### src/rtl/udp_frame_pkg.sv
// rtl/udp_frame_pkg.sv - Frame constants, state encoding and header ROM for udp_frame_sequencer
// The 42-byte Ethernet/IPv4/UDP header, with its IPv4 checksum, is fixed once PAYLOAD_LEN is known.
package udp_frame_pkg;

  typedef enum logic [2:0] {
    ST_IDLE,
    ST_PREAMBLE,
    ST_HEADER,
    ST_APPHDR,
    ST_PAYLOAD,
    ST_FCS,
    ST_IFG
  } state_t;

  localparam int PREAMBLE_LEN = 8;
  localparam int HDR_LEN      = 42;
  localparam int APPHDR_LEN   = 4;
  localparam int IFG_LEN      = 12;
  localparam int IP_HDR_LEN   = 20;
  localparam int UDP_HDR_LEN  = 8;

  localparam logic [10:0] PREAMBLE_LAST = 11'(PREAMBLE_LEN - 1);
  localparam logic [10:0] HDR_LAST      = 11'(HDR_LEN - 1);
  localparam logic [10:0] APPHDR_LAST   = 11'(APPHDR_LEN - 1);
  localparam logic [10:0] IFG_LAST      = 11'(IFG_LEN - 1);

  localparam logic [7:0]  PREAMBLE_BYTE  = 8'h55;
  localparam logic [7:0]  SFD_BYTE       = 8'hD5;
  localparam logic [47:0] DST_MAC        = 48'h02_00_00_00_00_02;
  localparam logic [47:0] SRC_MAC        = 48'h02_00_00_00_00_01;
  localparam logic [15:0] ETHERTYPE_IPV4 = 16'h0800;
  localparam logic [31:0] SRC_IP         = 32'hC0A8_010A;
  localparam logic [31:0] DST_IP         = 32'hC0A8_0114;
  localparam logic [15:0] SRC_PORT       = 16'd5000;
  localparam logic [15:0] DST_PORT       = 16'd5001;
  localparam logic [7:0]  IP_TTL         = 8'd64;
  localparam logic [7:0]  IP_PROTO_UDP   = 8'd17;
  localparam logic [31:0] CRC32_POLY_REFL = 32'hEDB8_8320;

  function automatic logic [7:0] hdr_byte(input logic [10:0] idx, input int unsigned plen);
    logic [15:0]            ip_len;
    logic [15:0]            udp_len;
    logic [159:0]           ip;
    logic [31:0]            sum;
    logic [HDR_LEN*8-1:0]   hdr;
    ip_len  = 16'(IP_HDR_LEN + UDP_HDR_LEN + APPHDR_LEN + plen);
    udp_len = 16'(UDP_HDR_LEN + APPHDR_LEN + plen);
    ip = {8'h45, 8'h00, ip_len, 16'h0000, 16'h0000, IP_TTL, IP_PROTO_UDP, 16'h0000, SRC_IP, DST_IP};
    sum = 32'h0;
    for (int w = 0; w < 10; w++) begin
      sum = sum + 32'(ip[w*16 +: 16]);
    end
    sum = 32'(sum[15:0]) + 32'(sum[31:16]);
    sum = 32'(sum[15:0]) + 32'(sum[31:16]);
    ip[79:64] = ~sum[15:0];
    hdr = {DST_MAC, SRC_MAC, ETHERTYPE_IPV4, ip, SRC_PORT, DST_PORT, udp_len, 16'h0000};
    if (idx < 11'(HDR_LEN)) begin
      return hdr[(HDR_LEN - 1 - int'(idx))*8 +: 8];
    end
    return 8'h00;
  endfunction

endpackage

### src/rtl/crc32_eth8.sv
// rtl/crc32_eth8.sv - Byte-wide reflected Ethernet CRC-32 accumulator
// crc holds the running register; the caller complements it to form the FCS.
module crc32_eth8
  import udp_frame_pkg::*;
(
  input  logic        clk,
  input  logic        RST,
  input  logic        init,
  input  logic        en,
  input  logic [7:0]  d,
  output logic [31:0] crc
);

  logic [31:0] crc_q;
  logic [31:0] crc_d;
  logic [31:0] step;

  always_comb begin
    step = crc_q ^ {24'h0, d};
    for (int b = 0; b < 8; b++) begin
      step = step[0] ? ((step >> 1) ^ CRC32_POLY_REFL) : (step >> 1);
    end
    crc_d = crc_q;
    if (init) begin
      crc_d = 32'hFFFF_FFFF;
    end else if (en) begin
      crc_d = step;
    end
  end

  always_ff @(posedge clk) begin
    if (RST) begin
      crc_q <= 32'hFFFF_FFFF;
    end else begin
      crc_q <= crc_d;
    end
  end

  assign crc = crc_q;

endmodule

### src/rtl/udp_frame_sequencer.sv
// rtl/udp_frame_sequencer.sv - Byte-serial Ethernet/IPv4/UDP frame generator for the GMII TX path
// Define UDP_FRAME_FCS_EN to append the CRC-32 FCS here; otherwise the MAC is expected to add it.
module udp_frame_sequencer
  import udp_frame_pkg::*;
#(
  parameter int unsigned PAYLOAD_LEN = 1000,
  parameter int unsigned RAM_AW      = 24
) (
  input  logic              clk125MHz,
  input  logic              RST,
  input  logic              start_sending,
  input  logic [15:0]       segment_num,
  input  logic [7:0]        txid,
  input  logic [7:0]        aux,
  output logic              busy,
  output logic [RAM_AW-1:0] ram_addr,
  input  logic [7:0]        ram_rdata,
  output logic [7:0]        tx_data,
  output logic              tx_en
);

  localparam logic [10:0] PAYLOAD_LAST = 11'(PAYLOAD_LEN - 1);

  state_t            state_q, state_d;
  logic [10:0]       idx_q, idx_d;
  logic [15:0]       seg_q, seg_d;
  logic [7:0]        txid_q, txid_d;
  logic [7:0]        aux_q, aux_d;
  logic              busy_q, busy_d;
  logic              tx_en_q, tx_en_d;
  logic [7:0]        tx_data_q, tx_data_d;
  logic [RAM_AW-1:0] ram_addr_q, ram_addr_d;
  logic [RAM_AW-1:0] seg_base;

  assign seg_base = RAM_AW'(seg_q) * RAM_AW'(PAYLOAD_LEN);

`ifdef UDP_FRAME_FCS_EN
  localparam logic [10:0] FCS_LAST = 11'd3;
  logic [31:0] crc;
  logic [31:0] fcs;
  logic        crc_en;
  logic        crc_init;

  // The CRC absorbs each byte on the same edge that registers it onto tx_data.
  assign crc_init = (state_d == ST_PREAMBLE);
  assign crc_en   = (state_d == ST_HEADER) || (state_d == ST_APPHDR) || (state_d == ST_PAYLOAD);
  assign fcs      = ~crc;

  crc32_eth8 u_crc (
    .clk  (clk125MHz),
    .RST  (RST),
    .init (crc_init),
    .en   (crc_en),
    .d    (tx_data_d),
    .crc  (crc)
  );
`endif

  always_comb begin
    state_d = state_q;
    idx_d   = idx_q + 11'd1;
    seg_d   = seg_q;
    txid_d  = txid_q;
    aux_d   = aux_q;
    case (state_q)
      ST_IDLE: begin
        idx_d = 11'd0;
        if (start_sending) begin
          state_d = ST_PREAMBLE;
          seg_d   = segment_num;
          txid_d  = txid;
          aux_d   = aux;
        end
      end
      ST_PREAMBLE: if (idx_q == PREAMBLE_LAST) begin state_d = ST_HEADER;  idx_d = 11'd0; end
      ST_HEADER:   if (idx_q == HDR_LAST)      begin state_d = ST_APPHDR;  idx_d = 11'd0; end
      ST_APPHDR:   if (idx_q == APPHDR_LAST)   begin state_d = ST_PAYLOAD; idx_d = 11'd0; end
      ST_PAYLOAD: begin
        if (idx_q == PAYLOAD_LAST) begin
`ifdef UDP_FRAME_FCS_EN
          state_d = ST_FCS;
`else
          state_d = ST_IFG;
`endif
          idx_d = 11'd0;
        end
      end
`ifdef UDP_FRAME_FCS_EN
      ST_FCS:      if (idx_q == FCS_LAST)      begin state_d = ST_IFG;     idx_d = 11'd0; end
`endif
      ST_IFG:      if (idx_q == IFG_LAST)      begin state_d = ST_IDLE;    idx_d = 11'd0; end
      default: begin
        state_d = ST_IDLE;
        idx_d   = 11'd0;
      end
    endcase

    // Outputs are decoded from the next state so every output leaves a flop.
    busy_d  = (state_d != ST_IDLE);
    tx_en_d = (state_d != ST_IDLE) && (state_d != ST_IFG);
    case (state_d)
      ST_PREAMBLE: tx_data_d = (idx_d == PREAMBLE_LAST) ? SFD_BYTE : PREAMBLE_BYTE;
      ST_HEADER:   tx_data_d = hdr_byte(idx_d, PAYLOAD_LEN);
      ST_APPHDR: begin
        case (idx_d[1:0])
          2'd0:    tx_data_d = txid_q;
          2'd1:    tx_data_d = aux_q;
          2'd2:    tx_data_d = seg_q[15:8];
          default: tx_data_d = seg_q[7:0];
        endcase
      end
      ST_PAYLOAD:  tx_data_d = ram_rdata;
`ifdef UDP_FRAME_FCS_EN
      ST_FCS:      tx_data_d = fcs[8*idx_d[1:0] +: 8];
`endif
      default:     tx_data_d = 8'h00;
    endcase

    // Address runs one byte ahead of tx_data so ram_rdata lines up with the payload slot.
    ram_addr_d = ram_addr_q;
    if ((state_d == ST_APPHDR) && (idx_d == APPHDR_LAST)) begin
      ram_addr_d = seg_base;
    end else if ((state_d == ST_PAYLOAD) && (idx_d != PAYLOAD_LAST)) begin
      ram_addr_d = ram_addr_q + RAM_AW'(1);
    end
  end

  always_ff @(posedge clk125MHz) begin
    if (RST) begin
      state_q    <= ST_IDLE;
      idx_q      <= 11'd0;
      seg_q      <= 16'h0;
      txid_q     <= 8'h0;
      aux_q      <= 8'h0;
      busy_q     <= 1'b0;
      tx_en_q    <= 1'b0;
      tx_data_q  <= 8'h00;
      ram_addr_q <= '0;
    end else begin
      state_q    <= state_d;
      idx_q      <= idx_d;
      seg_q      <= seg_d;
      txid_q     <= txid_d;
      aux_q      <= aux_d;
      busy_q     <= busy_d;
      tx_en_q    <= tx_en_d;
      tx_data_q  <= tx_data_d;
      ram_addr_q <= ram_addr_d;
    end
  end

  assign busy     = busy_q;
  assign tx_en    = tx_en_q;
  assign tx_data  = tx_data_q;
  assign ram_addr = ram_addr_q;

endmodule

### config.mk
export PLATFORM = sky130hd
export DESIGN_NAME = udp_frame_sequencer
export DESIGN_NICKNAME = d
export VERILOG_FILES = /design/src/rtl/udp_frame_pkg.sv /design/src/rtl/crc32_eth8.sv /design/src/rtl/udp_frame_sequencer.sv
export SDC_FILE = /design/constraint.sdc
export NUM_CORES = 1
export LEC_CHECK = 0
export CAP_MARGIN = 20
export CORE_MARGIN = 1
export CORE_UTILIZATION = 53
export DETAILED_ROUTE_END_ITERATION = 6
export PLACE_DENSITY = 0.81
export RECOVER_POWER = 50
export SYNTH_ARGS = -nofsm -noshare
export SYNTH_HDL_FRONTEND = slang
export SYNTH_SLANG_ARGS = --single-unit
### constraint.sdc
create_clock -name clk125MHz -period 4.4 [get_ports clk125MHz]
set_input_delay 1.32 -clock clk125MHz [delete_from_list [all_inputs] [get_ports clk125MHz]]
set_output_delay 1.32 -clock clk125MHz [all_outputs]
set_load 0.05 [all_outputs]
* Word-level counts from Yosys, hierarchy flattened *
Cells that the tools add are included.

storage, ports and cells
  flip-flop bits (word level) = 80
  input bits = 43
  output and inout port bits = 34
  logic and storage cells = 67

cells by class
  add/sub/neg operators = 3
  multiply operators = 1
  magnitude comparators = 1
  equal/unequal tests = 20
  shift-type cells = 1
  mux-type cells = 22
  reductions and logical operators = 9

operators with widths
  operator                                                                       number
  336-bit by 15-bit indexed part select with 8-bit output, first input constant  1
  11-bit 2-to-1 mux                                                              5
  11-bit one-hot mux with 5 select lines                                         1
  24-bit 2-to-1 mux                                                              2
  8-bit one-hot mux with 4 select lines                                          1
  24-bit by 1-bit adder with 24-bit output, second input constant                1
  8-bit 2-to-1 mux                                                               3
  8-bit one-hot mux with 3 select lines                                          1
  11-bit by 2-bit equality test with 1-bit output, second input constant         2
  11-bit by 3-bit equality test with 1-bit output, second input constant         2
  16-bit by 7-bit multiplier with 21-bit output, second input constant           1
  3-bit 2-to-1 mux                                                               6
  3-bit one-hot mux with 6 select lines                                          1
  3-bit by 2-bit equality test with 1-bit output, second input constant          4
  6-bit by 11-bit subtractor with 12-bit output, first input constant            1
  11-bit by 1-bit adder with 11-bit output, second input constant                1
  11-bit by 10-bit equality test with 1-bit output, second input constant        1
  11-bit by 4-bit equality test with 1-bit output, second input constant         1
  11-bit by 6-bit equality test with 1-bit output, second input constant         1
  11-bit by 6-bit < comparator with 1-bit output, second input constant          1
  11-bit by 10-bit != test with 1-bit output, second input constant              1
  3-bit equality test, second input constant                                     3
  3-bit by 1-bit equality test with 1-bit output, second input constant          2
  1-bit logical AND                                                              3
  other kinds (10)                                                               11

* Depth between registers and ports, before layout *
  word-level depth = 8
  depth in mapped cells = 19

* Least setup slack after synthesis *
No wires, ideal clock.

  path type = flip-flop to flip-flop
  from = reg seg_q[2]
  to = reg ram_addr_q[17] (netlist: ram_addr[17])
  library setup time = 129 ps
  arrival = 4351 ps
  data required time = 4271 ps
  setup slack = -80 ps
  stages on the path, launching flop included = 17
  path buffers = 0
  period minus slack after synthesis = 4480 ps
  path through = dfxtp_1 fa_1 inv_1 fa_1 fa_1 inv_1 fa_1 ha_1 o21a_1 a2111oi_0 nor2_1 nor2_1 o21ai_0 a21o_1 a21oi_1 xor2_1 o22ai_1

on the way
  word-level cells in the longest chain between the ends = 2

RTL lines
  what                                           line                        RTL
  start, declared                                udp_frame_sequencer.sv:26   logic [15:0] seg_q, seg_d;
  start signal, assigned                         udp_frame_sequencer.sv:142  seg_q <= seg_d;
  16-bit by 7-bit multiplier with 21-bit output  udp_frame_sequencer.sv:35   assign seg_base = RAM_AW'(seg_q) * RAM_AW'(PAYLOAD_LEN);
  24-bit 2-to-1 mux                              udp_frame_sequencer.sv:121  if ((state_d == ST_APPHDR) && (idx_d == APPHDR_LAST)) begin
  end signal, assigned                           udp_frame_sequencer.sv:148  ram_addr_q <= ram_addr_d;
  end, declared                                  udp_frame_sequencer.sv:32   logic [RAM_AW-1:0] ram_addr_q, ram_addr_d;

No other way between the ends.
A chain may end at the register's enable or synchronous reset.

* Final worst setup path *
  from = reg seg_q[0]
  to = reg ram_addr_q[23] (netlist: ram_addr[23])

The elaborated chain is that of the path after synthesis.

==> flow_summary.toml <==
[timing]
min_period_ns = 4.315
hold_ws_ns = 0.4567
min_period_over_period_pct = 98.07
setup-tns-final_ns = 0
rsz0062_at_grt = "yes"
worstMarginPinSlew_ns = 1.204
fmax_ghz = 0.2317
setup_viol = 0
fin_ws_ns = 0.08498
clock_skew_ns = 0.007850
slew_headroom_pct = 19.69
maxSlewViolCount = 0
finalHoldViolations = 0

[power]
p_seq_share_pct = 31.2
power.share.combinational_pct = 36.4
power_per_cell_area_nw_per_um2 = 291.6
power.internal_mw = 1.619
switching_share_pct = 34.64
p_leak_nw = 3.560
clockPowerShare_pct = 32.4
p_sw_mw = 0.8577
total_power_mw = 2.476
ir_drop_mv = 0.2255

[yosys]
synth.cell_area_um2 = 7013
synth_compound_area_share_pct = 18.73
avgSynthCellArea_um2 = 8.470
synth_top_family_by_area = "adder cells"
synth_nets = 975
ys_types = 75
synth_flop_cell = "dfxtp_1"
synthArstFlopShare_pct = 0
synth_simple_gate_area_share_pct = 22.21
synth-seq-area-share_pct = 22.84
syn_inst = 828
synth.area.mux_share_pct = 0.4460
synth_seq_cells = 80
synth_enable_flop_cells = 0
yosys.area_share.adder_pct = 24.34
yosys_warnings = 0
synthXorXnorAreaFrac_pct = 6.869

[die]
io_pins = 77
start_util_pct = 54.90
core_um2 = 12770
die_h_um = 117.0
die_area_um2 = 13700
die_w_um = 117.0
rows = 41

[drt]
via_per_inst = 6.038
route.detailed.drc = 0
dr.pass1.iters = 5
drt_iter0_drc = 545
antenna_left = 0
wl_per_cell_um = 17.18
drt_wl_total_mm = 18.67
vias = 6563

[status]
run_status = "finished clean"

[critical_path]
worst_setup_path_end_kind = "flop"
critPathKind = "flop to flop"
critPathLaunchType = "flop"
critPathRequiredTime_ns = 4.67
crit_arrival_ns = 4.59
critical_path.max_fanout = 2

[clock_tree]
cts_tree = "built"
htreeDepth = 3
cts_sinks = 80
numCtsBuffers = 9
clock_path_buffers = 2
cts-root-buf = "clkbuf_16"
clk_transition_reported_paths_ns = 0.07
clk_latency_ns = 0.35

[global_routing]
grt_max_degree = 34
grt_pass1_wl_mm = 30.57
overflow = 0
grt_pass1_vias = 6221
grt_util_all_layers_pct = 28.82
antenna_found_initial = 0

[finish]
drive_gt1_share_pct = 10.27
nNetsFinal = 1057
diodes = 0
synthToLayoutAreaGrowth_pct = 21.09
final_cells = 1087

[min_path]
hold_class = "flop to flop"

[placement]
io_buffers = 76
place_ws_ns = -0.2000
dp.cells = 1070
dpl.hpwl_mm = 13.75
place_congestion = 0.9227

[run]
max_cap_violations = 0
placed cells by master (no fill, tap or decap), types with 16 or more instances in the layout:
| master | netlist | routed |
|---|---|---|
| a21oi_1 | 64 | 63 |
| and3_1 | 18 | 18 |
| buf_4 | 0 | 43 |
| clkdlybuf4s50_1 | 0 | 60 |
| dfxtp_1 | 80 | 74 |
| fa_1 | 54 | 54 |
| ha_1 | 50 | 48 |
| inv_1 | 29 | 28 |
| nand2_1 | 111 | 111 |
| nand3_1 | 28 | 28 |
| nand4_1 | 16 | 16 |
| nor2_1 | 57 | 57 |
| nor3_1 | 21 | 21 |
| o22ai_1 | 18 | 18 |
| xnor2_1 | 24 | 24 |
| xor2_1 | 31 | 31 |
worst paths after layout:
path	start	endpoint	slack [ns]	cells after the start
worst min-delay path	txid_q[0]	txid_q[0]	0.46	2
worst min register to register	txid_q[0]	txid_q[0]	0.46	2
worst max-delay path	seg_q[0]	ram_addr[23]	0.08	16
worst max register to register	seg_q[0]	ram_addr[23]	0.08	16
state kept, by name (all words and copies together) (netlist names):
| name | count |
|---|---|
| idx_q | 11 |
| tx_data | 8 |
| aux_q | 8 |
| txid_q | 8 |
| busy | 1 |
| state_q | 3 |
| seg_q | 16 |
| ram_addr | 24 |
| tx_en | 1 |
Yosys cell counts, types with 7 or more instances:
library cell / count / area share (%)
xor2_1: 31 / 3.9
xnor2_1: 24 / 3.0
nor2_1: 57 / 3.1
ha_1: 50 / 8.9
a21o_1: 7 / 0.75
clkbuf_1: 41 / 2.2
dfxtp_1: 80 / 23
nor3_1: 21 / 1.5
and3_1: 18 / 1.6
o22ai_1: 18 / 1.6
nor2b_1: 7 / 0.62
a21oi_1: 64 / 4.6
o21ai_0: 18 / 1.3
nand2b_1: 8 / 0.71
and2_1: 8 / 0.71
inv_1: 29 / 1.6
nand3_1: 28 / 2.0
a211oi_1: 15 / 1.6
a31oi_1: 11 / 0.98
nand2_1: 111 / 5.9
o221ai_1: 9 / 1.1
fa_1: 54 / 15
nand4_1: 16 / 1.4
layer usage:
metal | track usage [%] | vias to the layer above | routed length (µm) | part of all wire (%)
met5 | 0 | - | 0 | 0
met4 | 11.05 | 0 | 444 | 2.4
met3 | 4.686 | 44 | 1126 | 6.0
met2 | 44.69 | 271 | 8497 | 46
met1 | 40.43 | 3118 | 8606 | 46
li1 | - | 3130 | - | -
layout make-up:
class                           count  area [µm²]
Multi-Input combinational cell    669        5160
Timing Repair Buffer              121        1086
Clock buffer                        9       225.2
Inverter                           29       108.9
Fill cell                         997        4282
Tap cell                          172       215.2
Clock inverter                      7       87.58
Sequential cell                    80        1609
cells by family (layout without fill, tap and decap cells):
logic type                 count (synthesis)  count (layout)
AOI/OAI and AO/OA                        196             196
xor gates and xnor gates                  55              55
adders and majority gates                104             104
buffers and inverters                     79             166
DFF                                       80              80
muxes                                      3               3
and+or+nand+nor                          311             311
metrics by stage:
step | utilization [%] | cell area [µm²]
floorplan | - | 7019
global placement | 63.48 | 8109
detailed placement | 63.48 | 8109
CTS | 66.10 | 8443
global route | 66.48 | 8492
finish | 66.48 | 8492
timing repair:
action	in CTS	in global routing
pin swaps	5	22
setup endpoints to repair	4	7
gates cloned	0	0
hold buffers	0	0
setup buffers	0	1
gates resized for setup	4	21
power by group through the flow:
stage | Sequential (mW) | Clock, mW | Combinational [mW]
global placement | 0.787 | 0 | 0.806
detailed placement | 0.788 | 0 | 0.840
floorplan | 0.803 | 0 | 0.555
global route | 0.775 | 0.842 | 0.995
CTS | 0.772 | 0.809 | 0.853
finish | 0.772 | 0.803 | 0.901
worst max-delay path, stage by stage (launching register included):
cell	delay [ns]
dfxtp_2	0.33
fa_1	0.56
inv_1	0.06
fa_1	0.45
fa_1	0.50
inv_2	0.04
fa_1	0.51
ha_4	0.29
o21a_1	0.18
a2111oi_4	0.09
o311ai_2	0.31
nand2_1	0.15
o2111ai_2	0.20
o211ai_1	0.16
xnor2_1	0.19
nor2_1	0.05
a211oi_1	0.17
Power figures use the tool's default switching activity.
